===== config.mk =====
export PLATFORM = sky130hd
export DESIGN_NAME = if_id_skid_reg
export DESIGN_NICKNAME = d
export VERILOG_FILES = /design/src/rtl/if_id_skid_reg.sv
export SDC_FILE = /design/constraint.sdc
export NUM_CORES = 1
export LEC_CHECK = 0
export BUFFER_PORTS_ARGS = -buffer_cell sky130_fd_sc_hd__buf_2
export CAP_MARGIN = 20
export CORE_ASPECT_RATIO = 1.25
export CORE_MARGIN = 2
export CORE_UTILIZATION = 54
export DETAILED_ROUTE_END_ITERATION = 16
export HOLD_SLACK_MARGIN = 0.08
export PLACE_DENSITY = 0.91
export SYNTH_ARGS = -nofsm -noshare
export SYNTH_HDL_FRONTEND = slang
export SYNTH_SLANG_ARGS = --single-unit

===== constraint.sdc =====
create_clock -name clk -period 2.1 [get_ports clk]
set_input_delay 0.525 -clock clk [delete_from_list [all_inputs] [get_ports clk]]
set_output_delay 0.525 -clock clk [all_outputs]
set_load 0.01 [all_outputs]

===== src/rtl/if_id_skid_reg.sv =====
// IF/ID boundary: 2-entry skid buffer carrying {instr, pc4} from fetch to decode.
// Optional performance counters are enabled with `define IFID_PERF_CNT_EN.
module if_id_skid_reg #(
  parameter int unsigned        DATA_W   = 32,
  parameter logic [DATA_W-1:0]  NOP_WORD = '0
) (
  input  logic              clk,
  input  logic              rst_n,
  input  logic              in_valid,
  input  logic [DATA_W-1:0] in_instr,
  input  logic [DATA_W-1:0] in_pc4,
  output logic              in_ready,
  input  logic              flush,
  output logic              out_valid,
  output logic [DATA_W-1:0] out_instr,
  output logic [DATA_W-1:0] out_pc4,
  input  logic              out_ready
`ifdef IFID_PERF_CNT_EN
  ,
  output logic [15:0]       stall_cycles,
  output logic [15:0]       flush_count
`endif
);

  localparam int unsigned DEPTH = 2;

  logic [1:0]        count_reg, count_next;
  logic              wr_ptr_reg, wr_ptr_next;
  logic              rd_ptr_reg, rd_ptr_next;
  logic [DATA_W-1:0] instr_reg [DEPTH];
  logic [DATA_W-1:0] pc4_reg   [DEPTH];
  logic [DEPTH-1:0]  wr_en;
  logic              push;
  logic              pop;

  // Both status flags come straight from the registered count, so fetch
  // never sees a combinational path from out_ready.
  assign in_ready  = (count_reg != 2'd2);
  assign out_valid = (count_reg != 2'd0);

  assign push = in_valid  & in_ready  & ~flush;
  assign pop  = out_valid & out_ready & ~flush;

  genvar gi;
  generate
    for (gi = 0; gi < DEPTH; gi++) begin : g_wr_en
      assign wr_en[gi] = push & (wr_ptr_reg == 1'(gi));
    end
  endgenerate

  always_comb begin
    count_next  = count_reg;
    wr_ptr_next = wr_ptr_reg;
    rd_ptr_next = rd_ptr_reg;
    if (flush) begin
      count_next  = 2'd0;
      wr_ptr_next = 1'b0;
      rd_ptr_next = 1'b0;
    end else begin
      count_next = count_reg + {1'b0, push} - {1'b0, pop};
      if (push) wr_ptr_next = ~wr_ptr_reg;
      if (pop)  rd_ptr_next = ~rd_ptr_reg;
    end
  end

  always_ff @(posedge clk or negedge rst_n) begin
    if (!rst_n) begin
      count_reg  <= 2'd0;
      wr_ptr_reg <= 1'b0;
      rd_ptr_reg <= 1'b0;
    end else begin
      count_reg  <= count_next;
      wr_ptr_reg <= wr_ptr_next;
      rd_ptr_reg <= rd_ptr_next;
    end
  end

  // Flush leaves the payload untouched; the empty count already masks it.
  always_ff @(posedge clk or negedge rst_n) begin
    if (!rst_n) begin
      for (int i = 0; i < DEPTH; i++) begin
        instr_reg[i] <= '0;
        pc4_reg[i]   <= '0;
      end
    end else begin
      for (int i = 0; i < DEPTH; i++) begin
        if (wr_en[i]) begin
          instr_reg[i] <= in_instr;
          pc4_reg[i]   <= in_pc4;
        end
      end
    end
  end

  assign out_instr = out_valid ? instr_reg[rd_ptr_reg] : NOP_WORD;
  assign out_pc4   = out_valid ? pc4_reg[rd_ptr_reg]   : '0;

`ifdef IFID_PERF_CNT_EN
  logic [15:0] stall_cycles_reg;
  logic [15:0] flush_count_reg;

  // Saturating counters; flush only feeds flush_count, it never clears them.
  always_ff @(posedge clk or negedge rst_n) begin
    if (!rst_n) begin
      stall_cycles_reg <= 16'd0;
      flush_count_reg  <= 16'd0;
    end else begin
      if (in_valid && !in_ready && !(&stall_cycles_reg))
        stall_cycles_reg <= stall_cycles_reg + 16'd1;
      if (flush && !(&flush_count_reg))
        flush_count_reg <= flush_count_reg + 16'd1;
    end
  end

  assign stall_cycles = stall_cycles_reg;
  assign flush_count  = flush_count_reg;
`endif

endmodule

* Word-level counts from Yosys, hierarchy flattened
Cells that the tools add are included.
** Storage, ports and cells
- Flip-flop bits (word level) :: 132
- Input bits :: 69
- Logic and storage cells :: 37
- Output and inout bits :: 66
** Cells by class
- Reductions and logical operators :: 3
- Add/sub/neg operators :: 2
- Bitwise gates (word level) :: 10
- Magnitude comparators :: 1
- Equality and inequality tests :: 1
- Mux-type cells :: 13
** Operator list (number)
- two-way mux 32 bit :: 8
- AND 1 bit :: 6
- nonzero test 2 bit :: 3
- two-way mux 1 bit :: 4
- inverter 1 bit :: 3
- adder 2 x 1 -> 2 bit :: 1
- greater-or-equal comparator 2 bit, second input constant :: 1
- two-way mux 2 bit :: 1
- != test 2 bit, second input constant :: 1
- inverter 1 -> 2 bit :: 1
- subtractor 2 x 1 -> 2 bit :: 1

* Logic depth before layout (Yosys ltp)
Gate-level depths: netlist (run 1).
- Word-level depth :: 6
- Gate-level depth with buffers :: 8

* Least setup slack after synthesis (run 1)
OpenSTA, ideal clock, no wires.
- Path kind :: input -> register
- From :: input port flush
- To :: register count_reg[1]
- Buffers on the path :: 1
- Data arrival time :: 1.904 ns
- Setup slack :: 0.110 ns
- Data required time :: 2.014 ns
- Stages on the path :: 8
- Cell sequence :: buf_2 or3_1 ha_1 inv_1 ha_1 xor2_1 and2_1 nor3_1
** Between the ends
- Word-level cells in the longest chain between the ends :: 5
- Elaborated cells between the ends (all ways) :: 6
- Those cells by class :: add/sub: 2; mux: 1; bitwise: 3
** Ends and longest elaborated chain
- from (decl) :: RTL line 13 : input logic flush,
- inverter 1 bit :: RTL line 41, 42
- AND 1 bit :: RTL line 41 : assign push = in_valid & in_ready & ~flush;
- adder 2 x 1 -> 2 bit :: RTL line 60 : count_next = count_reg + {1'b0, push} - {1'b0, pop};
- subtractor 2 x 1 -> 2 bit :: RTL line 60
- two-way mux 2 bit * :: RTL line 55 : if (flush) begin
- named net count_next[1] :: RTL line 27 : logic [1:0] count_reg, count_next;
- to (signal assigned) :: RTL line 72 : count_reg <= count_next;
- to (decl) :: RTL line 27
Mark *: on every way through the listed nets, which the timed path passes. The rest lies on a longest branch.
A chain may end at the register's enable or synchronous reset.

* Worst setup path in the final report (run 1)
- From :: register rd_ptr_reg
- To :: output port out_instr[23]
** Between the ends
- Word-level cells in the longest chain between the ends :: 5
** Ends and longest elaborated chain
- from (decl) :: RTL line 29 : logic rd_ptr_reg, rd_ptr_next;
- from (signal assigned) :: RTL line 74 : rd_ptr_reg <= rd_ptr_next;
- inverter 1 -> 2 bit (implied by the code) :: RTL line 95 : assign out_instr = out_valid ? instr_reg[rd_ptr_reg] : NOP_WORD;
- two-way mux 32 bit (implied by the code) (3 in a row) :: RTL line 95
- two-way mux 32 bit :: RTL line 95
- to (decl) :: RTL line 15 : output logic [DATA_W-1:0] out_instr,
No other way between the ends. The select of a mux whose other input is x is not followed.

==> results.sh, run 1 <==
export IMPL_worstReg2RegEnd="count_reg[1]"
export IMPL_vias=4022
export IMPL_r2r_cells=8
export IMPL_placementRows=42
export IMPL_drc_errors=0
export IMPL_core_area_sq_um=10700
export IMPL_finalSetupViolCount=20
export IMPL_pwr_share_seq_pct=42.1
export IMPL_cts_sinks=132
export IMPL_p_int_uw=6520
export IMPL_drt_iter0_drc=109
export IMPL_port_buffers=134
export IMPL_pwr_share_clk_pct=29.2
export IMPL_crit_type="reg2out"
export IMPL_synth_ff_type="dfrtp_1"
export IMPL_fin_area_sq_um=7680
export IMPL_pre_cts_slack_ns=-0.0328
export IMPL_die_w_um=97.9
export IMPL_start_util_pct=55.7
export IMPL_synth_seq_area_share_pct=55.5
export IMPL_ant_nets=0
export IMPL_yosysWarnings=0
export IMPL_path_clk_slew_ns=0.05
export IMPL_grt_max_degree=69
export IMPL_critPathLaunchType="flip-flop"
export IMPL_slew_violations=0
export IMPL_dieArea_sq_um=11900
export IMPL_swShare_pct=28.9
export IMPL_finalClockSkew_ns=0.00654
export IMPL_syn_area_sq_um=5950
export IMPL_root_buffer="clkbuf_16"
export IMPL_synth_compound_area_share_pct=0.252
export IMPL_antenna_found_initial=0
export IMPL_hold_violations=0
export IMPL_p_sw_uw=2650
export IMPL_rsz0062_at_grt="true"
export IMPL_cts_hold_buf=0
export IMPL_hp_class="in2async"
export IMPL_drtPass1Iterations=4
export IMPL_area_growth_pct=29.1
export IMPL_worst_pin_slew_ns=0.388
export IMPL_grt_ovfl_total=0
export IMPL_async_reset_ff_share_pct=100
export IMPL_muxShareOfSynthArea_pct=35.0
export IMPL_synthAdderAreaFrac_pct=0.421
export IMPL_outcome="finished with violations"
export IMPL_min_period_ns=2.16
export IMPL_powerDensity_nw_per_um2=1190
export IMPL_arrival_ns=1.63
export IMPL_setup_worst_path_start="rd_ptr_reg"
export IMPL_final_nets=670
export IMPL_grt_pass1_vias=4473
export IMPL_worst_slack_ns=-0.0588
export IMPL_maxCapViolCount=0
export IMPL_routed_wl_mm=13.4
export IMPL_max_slew_margin_rel_pct=74.0
export IMPL_vdd_drop_max_mv=0.677
export IMPL_grt_pass1_wl_mm=21.5
export IMPL_htree_num_levels=4
export IMPL_via_per_inst=5.41
export IMPL_ios=135
export IMPL_fin_cells=744
export IMPL_reg2reg_from="count_reg[0]"
export IMPL_hold_slack_ns=0.120
export IMPL_path_max_fanout=13
export IMPL_synth_top_family_by_area="multiplexers"
export IMPL_fmax_mhz=463
export IMPL_numCtsBuffers=17
export IMPL_failed_checks="negative setup slack"
export IMPL_cts_buffer_depth=2
export IMPL_synth_cells=439
export IMPL_placed_area_sq_um=6930
export IMPL_synth_seq_cells=132
export IMPL_drive_above_1_share_pct=45.1
export IMPL_clk_latency_ns=0.41
export IMPL_antenna_cells=0
export IMPL_cp_required_ns=1.57
export IMPL_cp_end_kind="output port"
export IMPL_period_share_pct=103
export IMPL_p_comb_share_pct=28.7
export IMPL_yosysUniqueCellTypes=21
export IMPL_dp_hpwl_mm=8.82
export IMPL_gp_congestion=0.802
export IMPL_p_leak_uw=0.00359
export IMPL_dieHeight_um=121
export IMPL_dp_cells=700
export IMPL_synthXorXnorAreaFrac_pct=0.295
export IMPL_endpoint="out_instr[23]"
export IMPL_final_common_cell="buf_2"
export IMPL_layout_common_cells="133 x buf_2, 131 x dfrtp_1, 75 x mux2_2, 66 x nor2_1, 61 x mux2i_1"
export IMPL_synthesis_nets=510
export IMPL_post_drt_wl_per_cell_um=18.0
export IMPL_synth_edf_count=0
export IMPL_synth_simple_gate_area_share_pct=5.43
export IMPL_cts_tree="yes"
export IMPL_grtUsageTotal_pct=23.3
export IMPL_r2r_slack_ns=0.06
export IMPL_fillers=751
export IMPL_avgSynthCellArea_sq_um=13.5
metrics by stage:
stage / total power (uW) / utilization, % / setup TNS (ns)
after floorplan: 5360 / - / 0
after global placement: 6070 / 64.9 / 0
after detailed placement: 6290 / 64.9 / -0.0328
after CTS: 9090 / 70.9 / -0.481
after global routing: 9650 / 72.0 / -2.63
final: 9160 / 72.0 / -0.272
cell type report:
| cell class | count | area (sq um) | share of cell area, % |
|---|---|---|---|
| well taps | 132 | 165 | 2.15 |
| inverters | 4 | 15.0 | 0.196 |
| repair buffers | 169 | 1170 | 15.2 |
| clock buffers | 27 | 483 | 6.29 |
| clock inverters | 5 | 50.0 | 0.652 |
| flip-flops and latches | 132 | 3310 | 43.1 |
| multi-input cells | 275 | 2490 | 32.4 |
Yosys cell counts, types with 4 or more instances:
cell,count,share of area (%)
mux2i_1,64,11
inv_1,4,0.25
buf_6,6,1.1
buf_2,13,1.1
clkbuf_1,7,0.44
mux2_2,75,14
nor2_1,68,4.3
dfrtp_1,132,56
mux2_1,53,10
power by group through the flow:
stage | registers (uW) | logic [uW] | clock network, uW
floorplan | 3710 | 1650 | 0
global route | 3960 | 2860 | 2830
finish | 3860 | 2630 | 2670
global placement | 3810 | 2260 | 0
detailed placement | 3910 | 2380 | 0
CTS | 3850 | 2520 | 2720
worst max-delay path: stages (launching register included):
cell and delay [ns]:
dfrtp_4 0.49, buf_12 0.16, buf_12 0.15, mux2i_1 0.12, nor2_1 0.15, buf_2 0.16
worst min path at each step:
stage	start	endpoint	slack, ns	cells after the start
2_1_floorplan	rst_n	count_reg[0]	0.23	0
5_1_grt	rst_n	instr_reg[45]	0.14	2
4_1_cts	rst_n	instr_reg[45]	0.14	2
6_report	rst_n	instr_reg[45]	0.12	2
3_3_place_gp	instr_reg[32]	instr_reg[32]	0.47	1
3_5_place_dp	pc4_reg[59]	pc4_reg[59]	0.47	1
logic make-up after synthesis:
group,after synthesis
AO/OA/AOI/OAI,3
flip-flops,132
adder cells (fa/ha/maj),2
XOR/XNOR,2
multiplexers,192
buffers and inverters,32
AND/OR/NAND/NOR,76
repair_timing:
item                       4_1_cts  5_1_grt
pin swaps                        2        3
setup buffers                    6        2
gates cloned                     1        3
setup endpoints to repair       59       62
gates resized for setup          7       10
per-layer routing:
metal | global-route usage [%] | vias up | wire length [um]
li1 | - | 1843 | -
met3 | 5.13 | 20 | 528
met5 | 0 | - | 0
met4 | 9.90 | 0 | 283
met1 | 26.4 | 2043 | 5110
met2 | 42.3 | 116 | 7480
No activity file was read; power rests on OpenSTA's default activity.
==> run 2: changes to the inputs <==
--- a/config.mk
+++ b/config.mk
@@ -5,14 +5,16 @@
 export SDC_FILE = /design/constraint.sdc
 export NUM_CORES = 1
 export LEC_CHECK = 0
+export ABC_AREA = 1
 export BUFFER_PORTS_ARGS = -buffer_cell sky130_fd_sc_hd__buf_2
 export CAP_MARGIN = 20
 export CORE_ASPECT_RATIO = 1.25
 export CORE_MARGIN = 2
-export CORE_UTILIZATION = 54
+export CORE_UTILIZATION = 55
+export CTS_CLUSTER_DIAMETER = 150
 export DETAILED_ROUTE_END_ITERATION = 16
 export HOLD_SLACK_MARGIN = 0.08
-export PLACE_DENSITY = 0.91
+export PLACE_DENSITY = 0.92
 export SYNTH_ARGS = -nofsm -noshare
 export SYNTH_HDL_FRONTEND = slang
 export SYNTH_SLANG_ARGS = --single-unit
==> results.sh, run 2 <==
export IMPL_routed_wl_mm=15.8
export IMPL_htree_num_levels=4
export IMPL_port_buffers=134
export IMPL_synth_top_area_share_pct=53.4
export IMPL_p_comb_share_pct=26.5
export IMPL_placementRows=43
export IMPL_ant_nets=0
export IMPL_drive_above_1_share_pct=22.6
export IMPL_synth_cells=794
export IMPL_synth_ff_type="dfrtp_1"
export IMPL_rsz0062_at_grt="true"
export IMPL_dieHeight_um=123
export IMPL_final_nets=983
export IMPL_synth_seq_cells=132
export IMPL_cts_buffer_depth=2
export IMPL_post_route_util_pct=69.9
export IMPL_drt_iter0_drc=491
export IMPL_cts_tree="yes"
export IMPL_min_period_ns=2.07
export IMPL_grtUsageTotal_pct=26.5
export IMPL_ios=135
export IMPL_layout_common_cells="325 x nand2_1, 133 x buf_2, 131 x dfrtp_1, 69 x inv_1, 67 x nand3_1"
export IMPL_yosysUniqueCellTypes=19
export IMPL_grt_ovfl_total=0
export IMPL_synth_largest_area_cell="dfrtp_1"
export IMPL_finalClockSkew_ns=0.00719
export IMPL_slew_violations=0
export IMPL_area_growth_pct=24.7
export IMPL_yosysWarnings=0
export IMPL_grt_max_degree=67
export IMPL_core_area_sq_um=11000
export IMPL_root_buffer="clkbuf_16"
export IMPL_via_per_inst=5.35
export IMPL_clk_latency_ns=0.41
export IMPL_die_w_um=98.8
export IMPL_synth_edf_count=0
export IMPL_period_share_pct=98.8
export IMPL_arrival_ns=1.55
export IMPL_antenna_cells=0
export IMPL_grt_pass1_wl_mm=25.4
export IMPL_maxCapViolCount=0
export IMPL_vdd_drop_max_mv=0.719
export IMPL_p_leak_uw=0.00426
export IMPL_outcome="completed"
export IMPL_drc_errors=0
export IMPL_cts_sinks=132
export IMPL_synthesis_nets=865
export IMPL_antenna_found_initial=0
export IMPL_critPathLaunchType="flip-flop"
export IMPL_gp_congestion=0.826
export IMPL_numCtsBuffers=17
export IMPL_hp_class="in2async"
export IMPL_p_int_uw=6070
export IMPL_synth_most_common_cell="nand2_1"
export IMPL_p_sw_uw=2890
export IMPL_dieArea_sq_um=12100
export IMPL_path_max_fanout=14
export IMPL_crit_type="reg2out"
export IMPL_synth_seq_area_share_pct=53.4
export IMPL_worst_pin_slew_ns=0.516
export IMPL_pwr_share_clk_pct=31.2
export IMPL_dp_hpwl_mm=9.60
export IMPL_post_drt_wl_per_cell_um=14.9
export IMPL_async_reset_ff_share_pct=100
export IMPL_avgSynthCellArea_sq_um=7.78
export IMPL_grt_pass1_vias=5500
export IMPL_swShare_pct=32.2
export IMPL_pwr_share_seq_pct=42.3
export IMPL_vias=5670
export IMPL_synthTopCellsByArea="dfrtp_1 53%, nand2_1 20%, nand3_1 5.5%"
export IMPL_synth_common_cells="326 x nand2_1, 132 x dfrtp_1, 70 x inv_1"
export IMPL_power_uw=8960
export IMPL_cp_required_ns=1.57
export IMPL_powerDensity_nw_per_um2=1160
export IMPL_cp_end_kind="output port"
export IMPL_finalSetupViolCount=0
export IMPL_fmax_mhz=482
export IMPL_max_slew_margin_rel_pct=65.6
export IMPL_drtPass1Iterations=5
export IMPL_hold_violations=0
export IMPL_syn_area_sq_um=6180
export IMPL_final_common_cell="nand2_1"
export IMPL_path_clk_slew_ns=0.05
export IMPL_cts_setup_buffers=0
export IMPL_start_util_pct=56.0
## run 2: changes by cell type in the layout (fill, tap and decap cells not counted), moves of 61 or more
cell / delta
nand3_1: +67
inv_1: +65
mux2i_1: -61
nand2_1: +325
nor2_1: -62
mux2_2: -75
## run 2: worst max-delay path, stage by stage (launching register included)
cell,delay (ns)
dfrtp_2,0.46
clkinv_4,0.13
buf_12,0.16
nand2_1,0.09
a21oi_2,0.16
buf_2,0.15
## run 2: what timing repair did
action                     in CTS  in global routing
pin swaps                       0                  0
resized for setup               2                 30
cloned                          1                  2
setup endpoints to repair      14                 52
hold buffers                    0                  0
## run 2: final cells by class
type | count | area (sq um)
multi-input combinational | 536 | 2400
fill | 846 | 3320
sequential | 132 | 3300
timing repair buffer | 154 | 1010
tap | 135 | 169
inverter | 71 | 272
clock buffer | 26 | 479
clock inverter | 5 | 75.1
## run 2: power groups by stage
stage	Sequential, uW	Clock, uW	Combinational (uW)
after global placement	3760	0	2130
after detailed placement	3790	0	2210
final	3790	2790	2370
after floorplan	3670	0	1480
after global routing	3870	2940	2690
after CTS	3770	2810	2270
## run 2: final timing paths
kind / startpoint / to / slack [ns] / cells past startpoint
max reg2reg: count_reg[1] / count_reg[1] / 0.46 / 10
min in group clk: in_pc4[30] / pc4_reg[62] / 0.35 / 3
min reg2reg: pc4_reg[43] / pc4_reg[43] / 0.48 / 2
max: rd_ptr_reg / out_pc4[1] / 0.03 / 5
min: rst_n / pc4_reg[59] / 0.07 / 1
max in group asynchronous: rst_n / instr_reg[60] / 1.46 / 2
## run 2: cells by family after synthesis
| logic type | Yosys count | share of synthesized area (%) |
|---|---|---|
| and+or+nand+nor | 404 | 26.1 |
| AOI/OAI and AO/OA | 130 | 10.5 |
| adders and majority gates | 2 | 0.405 |
| buffers and inverters | 126 | 9.51 |
| DFF | 132 | 53.4 |
## run 2: per-stage QoR
stage	cell area, sq um	hold slack (ns)	std cells	worst slack [ns]	setup TNS (ns)
after floorplan	6180	0.229	794	0.542	0
after global placement	6960	0.462	1025	0.354	0
after detailed placement	6960	0.465	1025	0.358	0
after CTS	7560	0.0823	1057	-0.0568	-1.13
after global routing	7700	0.0921	1059	-0.0349	-0.341
final	7700	0.0660	1059	0.0255	0
## run 2: per-layer routing
layer  GRT usage, %  share of wire [%]
met1           34.4                 41
met2           42.9                 49
met3           5.52                6.9
met4           12.3                3.6
met5              0                  0
